**src/rtl/uart_send.sv**
```systemverilog
// UART transmitter: one 8-bit byte per request, LSB first, with an optional
// odd/even parity bit and one or two stop bits. Baud timing comes from a
// clock-cycle counter of CLK_FREQ/UART_BPS cycles per bit.
module uart_send #(
  parameter int CLK_FREQ  = 50000000,
  parameter int UART_BPS  = 9600,
  parameter int PARITY    = 0,
  parameter int STOP_BITS = 1
) (
  input  logic       clk,
  input  logic       rst,
  input  logic       send_en,
  input  logic [7:0] send_data,
  output logic       uart_txd,
  output logic       tx_busy,
  output logic       tx_done
);

  localparam logic [15:0] BPS_CNT   = 16'(CLK_FREQ / UART_BPS);
  localparam logic [15:0] BPS_LAST  = BPS_CNT - 16'd1;
  localparam logic        PAR_EN    = (PARITY == 1) || (PARITY == 2);
  localparam logic        PAR_ODD   = (PARITY == 1);
  localparam logic [2:0]  STOP_LAST = (STOP_BITS == 2) ? 3'd1 : 3'd0;

  localparam logic [2:0] ST_IDLE   = 3'd0;
  localparam logic [2:0] ST_START  = 3'd1;
  localparam logic [2:0] ST_DATA   = 3'd2;
  localparam logic [2:0] ST_PARITY = 3'd3;
  localparam logic [2:0] ST_STOP   = 3'd4;

  logic [2:0]  state;
  logic [15:0] clk_cnt;
  logic [2:0]  bit_cnt;
  logic [7:0]  data_reg;
  logic        par_reg;
  logic        bit_end;

  // Last cycle of the current bit period.
  always_comb begin
    bit_end = (clk_cnt == BPS_LAST);
  end

  // Busy whenever a frame is on the line; drops in the tx_done cycle.
  always_comb begin
    tx_busy = (state != ST_IDLE);
  end

  // Frame sequencer: bit timing, shift register and registered line output.
  // The data register shifts right so data_reg[0] is always the next data bit;
  // bit_cnt is reused to count stop bits.
  always_ff @(posedge clk or posedge rst) begin
    if (rst) begin
      state    <= ST_IDLE;
      clk_cnt  <= '0;
      bit_cnt  <= '0;
      data_reg <= '0;
      par_reg  <= 1'b0;
      uart_txd <= 1'b1;
      tx_done  <= 1'b0;
    end else begin
      tx_done <= 1'b0;
      if (state != ST_IDLE) begin
        clk_cnt <= bit_end ? '0 : clk_cnt + 16'd1;
      end
      case (state)
        ST_IDLE: begin
          if (send_en) begin
            state    <= ST_START;
            data_reg <= send_data;
            par_reg  <= PAR_ODD ? ~(^send_data) : (^send_data);
            uart_txd <= 1'b0;
            clk_cnt  <= '0;
            bit_cnt  <= '0;
          end
        end
        ST_START: begin
          if (bit_end) begin
            state    <= ST_DATA;
            uart_txd <= data_reg[0];
            data_reg <= {1'b0, data_reg[7:1]};
            bit_cnt  <= '0;
          end
        end
        ST_DATA: begin
          if (bit_end) begin
            if (bit_cnt == 3'd7) begin
              bit_cnt <= '0;
              if (PAR_EN) begin
                state    <= ST_PARITY;
                uart_txd <= par_reg;
              end else begin
                state    <= ST_STOP;
                uart_txd <= 1'b1;
              end
            end else begin
              bit_cnt  <= bit_cnt + 3'd1;
              uart_txd <= data_reg[0];
              data_reg <= {1'b0, data_reg[7:1]};
            end
          end
        end
        ST_PARITY: begin
          if (bit_end) begin
            state    <= ST_STOP;
            uart_txd <= 1'b1;
            bit_cnt  <= '0;
          end
        end
        ST_STOP: begin
          if (bit_end) begin
            if (bit_cnt == STOP_LAST) begin
              state   <= ST_IDLE;
              tx_done <= 1'b1;
              bit_cnt <= '0;
            end else begin
              bit_cnt <= bit_cnt + 3'd1;
            end
          end
        end
        default: begin
          state    <= ST_IDLE;
          uart_txd <= 1'b1;
        end
      endcase
    end
  end

endmodule

```
**config.mk**
```make
export PLATFORM = sky130hd
export DESIGN_NAME = uart_send
export DESIGN_NICKNAME = d
export VERILOG_FILES = /design/src/rtl/uart_send.sv
export SDC_FILE = /design/constraint.sdc
export NUM_CORES = 1
export LEC_CHECK = 0
export ABC_AREA = 1
export CORE_MARGIN = 5
export CORE_UTILIZATION = 25
export DETAILED_ROUTE_END_ITERATION = 7
export DONT_BUFFER_PORTS = 1
export GPL_TIMING_DRIVEN = 1
export HOLD_SLACK_MARGIN = 0.08
export PLACE_DENSITY = 0.41
export SLEW_MARGIN = 40
export SYNTH_ARGS = -nofsm -noshare
export SYNTH_HDL_FRONTEND = slang
export SYNTH_SLANG_ARGS = --single-unit
```
**constraint.sdc**
```tcl
create_clock -name clk -period 1.9 [get_ports clk]
set_clock_uncertainty 0.2 [all_clocks]
set_input_delay 0.285 -clock clk [delete_from_list [all_inputs] [get_ports clk]]
set_output_delay 0.285 -clock clk [all_outputs]
set_load 0.005 [all_outputs]
```
==> flow_summary.toml, run 1 <==
[power_and_ir_drop]
p_per_area_mw_per_mm2 = 522
power_frac_seq = 0.538
p_switching_mw = 0.275
power.total_mw = 1.27
irDropWorstVdd_v = 0.000298
internal_power_mw = 0.991
power.share.clock = 0.438
swShare = 0.217
pwr-share-comb = 0.024
cellLeakagePower_nw = 1.19

[cells_and_area]
largest_register_ffs = 16
layout-drive-gt1-share = 0.190
area_delta_synth_final_pct = 23.1
design_area_sq_mm = 0.00243
finalNonFillerCells = 396
ff_latch_area_sq_um = 802
final_cell_mix = "nand2_1, dfrtp_1, nand3_1"
utilization = 0.316
final_common_cell = "nand2_1"
n_fill_cell = 848
antenna_cells = 0
nets = 308
multi_input_area_sq_mm = 0.00110

[clocking]
clkTransAtPathRegs_ps = 70
clockBufferDepth = 2
cts-root-buf = "clkbuf_8"
cts_max_level = 2
numCtsBuffers = 5
clock_latency_ps = 280
cts_sinks = 32
cts_tree = "built"

[critical_path]
rrSetupSlack_ps = 100
worstPathRequired_ps = 1870
worstPathArrival_ps = 1770
cp_max_fo = 6
ff2ff_path_depth = 10
reg2reg_to = "state[1]"
reg2reg_from = "clk_cnt[0]"
path_class = "flip-flop to flip-flop"
endpoint_kind = "flip-flop"
cp-start-kind = "flip-flop"
startpoint = "clk_cnt[0]"

[floorplanning]
std_cell_rows = 32
die_y_microns = 98.8
io_pins = 14
design.core.area_sq_mm = 0.00769
start_util = 0.257
dieArea_sq_mm = 0.00976
die_x_microns = 98.8

[timing]
hold_violations = 0
finalCritPeriodShare = 0.948
setup_viol = 0
fin_hold_ws_ps = 138
setup_ws_ps = 99.3
max-slew-margin-rel = 0.712
setup-tns-final_ps = 0
fin_crit_ps = 1800
final-max-slew-violation-count = 0
tightest_slew_ps = 433
fmax_mhz = 555

[global_routing]
grt_pass1_wl_microns = 8250
grt_pass1_vias = 1748
grt_max_degree = 33
grt_usage = 0.103
grt_antenna_before_repair = 0
grt.overflow.total = 0

[synthesis]
netlist_area_sq_mm = 0.00197
syn_inst = 263
ys_top_cells_by_area = "dfrtp_1, nand2_1, nand3_1"
ys_warn_count = 0
synth-seq-area-share = 0.407
yosys.cell_types.count = 28
synth_top_area_share = 0.393
syn_area_per_cell_sq_um = 7.50
ys_seq_elements = 32
synth_largest_area_cell = "dfrtp_1"
synth_nets = 278

[routing]
ant_nets = 0
drc = 0
routed_wl_microns = 4770
drtPass1Iterations = 4
drt-initial-drc-count = 74
vias = 1690
vias_per_cell = 4.27
wl_per_cell_microns = 12.0

[placement]
dp.cells = 375
dp_slack_ps = 46.0
globalplace.congestion = 0.778
port_buffers = 0
place_hpwl_microns = 3420
placed_area_sq_mm = 0.00217

[hold_path]
hold_depth = 4
hold_end = "uart_txd"
min_path_type = "input pin to flip-flop"
min_from = "send_en"

[run]
drv_cap = 0

[outcome]
status = "finished clean"
area by class of cell:
type | count | share of cell area
clock buffers | 8 | 0.0371
inverters | 27 | 0.0448
multi-input cells | 203 | 0.452
flip-flops and latches | 32 | 0.330
well taps | 102 | 0.0526
repair buffers | 24 | 0.0835
worst max path at each step:
stage | endpoint | slack [ps] | cells after the start
3_5_place_dp | data_reg[3] | 50 | 8
2_1_floorplan | data_reg[7] | 140 | 8
3_3_place_gp | data_reg[7] | 70 | 8
5_1_grt | state[1] | -6 | 10
4_1_cts | data_reg[3] | 30 | 8
6_report | state[1] | 100 | 10
cell usage after synthesis, drive strengths merged:
| cell type | n |
|---|---|
| buf | 1 |
| nor2 | 26 |
| nor3 | 5 |
| nand3b | 1 |
| nand4 | 2 |
| o22ai | 5 |
| ha | 4 |
| a21oi | 5 |
| xor2 | 7 |
| dfrtp | 31 |
| o21ai | 12 |
| inv | 27 |
| nand2 | 111 |
| nand3 | 23 |
| o31ai | 2 |
| dfstp | 1 |
cell families (layout without fill, tap and decap cells):
family / count (synthesis) / count (layout) / share of synthesized area
AO/OA/AOI/OAI: 24 / 24 / 0.0742
AND/OR/NAND/NOR: 168 / 168 / 0.400
adder cells (fa/ha/maj): 4 / 4 / 0.0254
buffers and inverters: 28 / 59 / 0.0628
XOR/XNOR: 7 / 7 / 0.0311
flip-flops: 32 / 32 / 0.407
what timing repair did:
item / in CTS / in global routing
endpoints found under the setup margin: 0 / 13
hold buffers: 9 / 0
buffers inserted: 0 / 4
resized for setup: 0 / 11
hold endpoints to repair: 39 / 0
metal layers:
metal	vias up	wire (microns)	GRT usage
met5	-	0	0
met4	0	64	0.0284
met3	7	184	0.0283
met2	21	2170	0.169
met1	762	2350	0.134
li1	900	-	-
critical path, stage by stage (launching register included):
cell     delay (ps)
dfrtp_1         410
ha_4            170
nand2_4          60
inv_2            70
nand2_2          70
nor2_4          130
nand2_4         120
a21oi_4         250
nand2_2         100
nand2_1          70
nand2_1          60
power groups by stage:
stage	Sequential (mW)	Clock (mW)	Combinational, mW
finish	0.681	0.555	0.0302
global route	0.680	0.605	0.0350
CTS	0.681	0.575	0.0320
detailed placement	0.694	0	0.0173
global placement	0.694	0	0.0176
floorplan	0.694	0	0.0102
(Power assumes the default switching activity.)
==> run 2: changes to the inputs <==
--- a/config.mk
+++ b/config.mk
@@ -8,6 +8,7 @@
 export ABC_AREA = 1
 export CORE_MARGIN = 5
 export CORE_UTILIZATION = 25
+export CTS_BUF_LIST = sky130_fd_sc_hd__clkbuf_4
 export DETAILED_ROUTE_END_ITERATION = 7
 export DONT_BUFFER_PORTS = 1
 export GPL_TIMING_DRIVEN = 1
==> flow_summary.toml, run 2 (synthesis gave the netlist of run 1 again) <==
[floorplanning]
design.core.area_sq_mm = 0.00769
dieArea_sq_mm = 0.00976
die_x_microns = 98.8
io_pins = 14
start_util = 0.257
std_cell_rows = 32
die_y_microns = 98.8

[timing]
max-slew-margin-rel = 0.712
fmax_mhz = 559
hold_violations = 0
setup_ws_ps = 112
tightest_slew_ps = 432
final-max-slew-violation-count = 0
fin_hold_ws_ps = 282
setup_viol = 0
finalCritPeriodShare = 0.941
fin_crit_ps = 1790

[cells_and_area]
layout-drive-gt1-share = 0.184
antenna_cells = 0
multi_input_area_sq_mm = 0.00108
ff_latch_area_sq_um = 802
final_common_cell = "nand2_1"
nets = 307
final_cell_mix = "nand2_1, dfrtp_1, nand3_1"
largest_register_ffs = 16
area_delta_synth_final_pct = 20.6
design_area_sq_mm = 0.00238
finalNonFillerCells = 395
n_fill_cell = 854

[critical_path]
worstPathArrival_ps = 1820
worstPathRequired_ps = 1930
endpoint_kind = "flip-flop"
cp-start-kind = "flip-flop"
cp_max_fo = 6
path_class = "flip-flop to flip-flop"

[routing]
ant_nets = 0
drt-initial-drc-count = 73
drtPass1Iterations = 4
vias_per_cell = 4.26
wl_per_cell_microns = 12.0
routed_wl_microns = 4750
vias = 1683
drc = 0

[clocking]
clockBufferDepth = 2
clkTransAtPathRegs_ps = 100
clock_latency_ps = 330
cts-root-buf = "clkbuf_4"
numCtsBuffers = 5
cts_sinks = 32
cts_tree = "built"
cts_max_level = 2

[global_routing]
grt_pass1_wl_microns = 8250
grt_usage = 0.104
grt_pass1_vias = 1737
grt_antenna_before_repair = 0
grt.overflow.total = 0
grt_max_degree = 33

[power_and_ir_drop]
swShare = 0.231
cellLeakagePower_nw = 1.17
power.total_mw = 1.13
irDropWorstVdd_v = 0.000260
p_switching_mw = 0.261
power_frac_seq = 0.604
power.share.clock = 0.367
p_per_area_mw_per_mm2 = 474
pwr-share-comb = 0.030
internal_power_mw = 0.867

[placement]
place_hpwl_microns = 3420
dp.cells = 375
port_buffers = 0
globalplace.congestion = 0.778
placed_area_sq_mm = 0.00217
dp_slack_ps = 46.0

[run]
drv_cap = 0

[outcome]
status = "finished clean"

[hold_path]
min_path_type = "flip-flop to flip-flop"
==> run 2: changes by cell type in the layout (fill, tap and decap cells not counted), sizes merged <==
cell         before  now
dlygate4sd3       9   10
buf              15   13
clkbuf            8    7
clkinv            0    1
==> run 2: area by class of cell <==
cell class	instances	share of cell area
Clock buffer	7	0.0221
Inverter	27	0.0458
Timing Repair Buffer	23	0.0832
Sequential cell	32	0.337
Clock inverter	1	0.00158
Tap cell	102	0.0537
Multi-Input combinational cell	203	0.456
==> run 2: final timing paths <==
kind / endpoint / slack (ps) / cells after the start / start
max in group asynchronous: uart_txd / 880 / 3 / rst
max reg2reg: state[1] / 110 / 10 / clk_cnt[1]
max: state[1] / 110 / 10 / clk_cnt[1]
min: uart_txd / 280 / 2 / uart_txd
min reg2reg: uart_txd / 280 / 2 / uart_txd
min in group asynchronous: state[0] / 290 / 3 / rst
==> run 2: timing repair <==
item | 4_1_cts | 5_1_grt
buffers inserted | 0 | 2
setup endpoints to repair | 0 | 14
hold buffers | 10 | 0
hold endpoints to repair | 42 | 0
gates resized for setup | 0 | 9
==> run 2: through the flow <==
stage,util,setup TNS (ps)
final,0.309,0
after global routing,0.309,-9.37
after CTS,0.302,0
after detailed placement,0.282,0
after global placement,0.282,0
after floorplan,-,0
==> run 2: critical path, cell delays in order, from the launching register on <==
cell     delay [ps]
dfrtp_1         430
ha_4            170
nand2_4          60
inv_2            70
nand2_2          70
nor2_4          130
nand2_4         100
a21oi_4         240
nand2_2         100
nand2_1          70
nand2_1          60
==> run 2: power by group through the flow <==
stage / Combinational [mW] / Clock, mW / Sequential (mW)
6_report: 0.0333 / 0.414 / 0.681
5_1_grt: 0.0384 / 0.461 / 0.681
4_1_cts: 0.0353 / 0.434 / 0.681
3_5_place_dp: 0.0173 / 0 / 0.694
3_3_place_gp: 0.0176 / 0 / 0.694
2_1_floorplan: 0.0102 / 0 / 0.694
==> run 2: per-layer routing <==
metal,global-route usage,part of all wire,vias to the layer above
li1,-,-,893
met1,0.137,0.49,761
met2,0.167,0.47,25
met3,0.0262,0.036,4
met4,0.0315,0.0070,0
met5,0,0,-
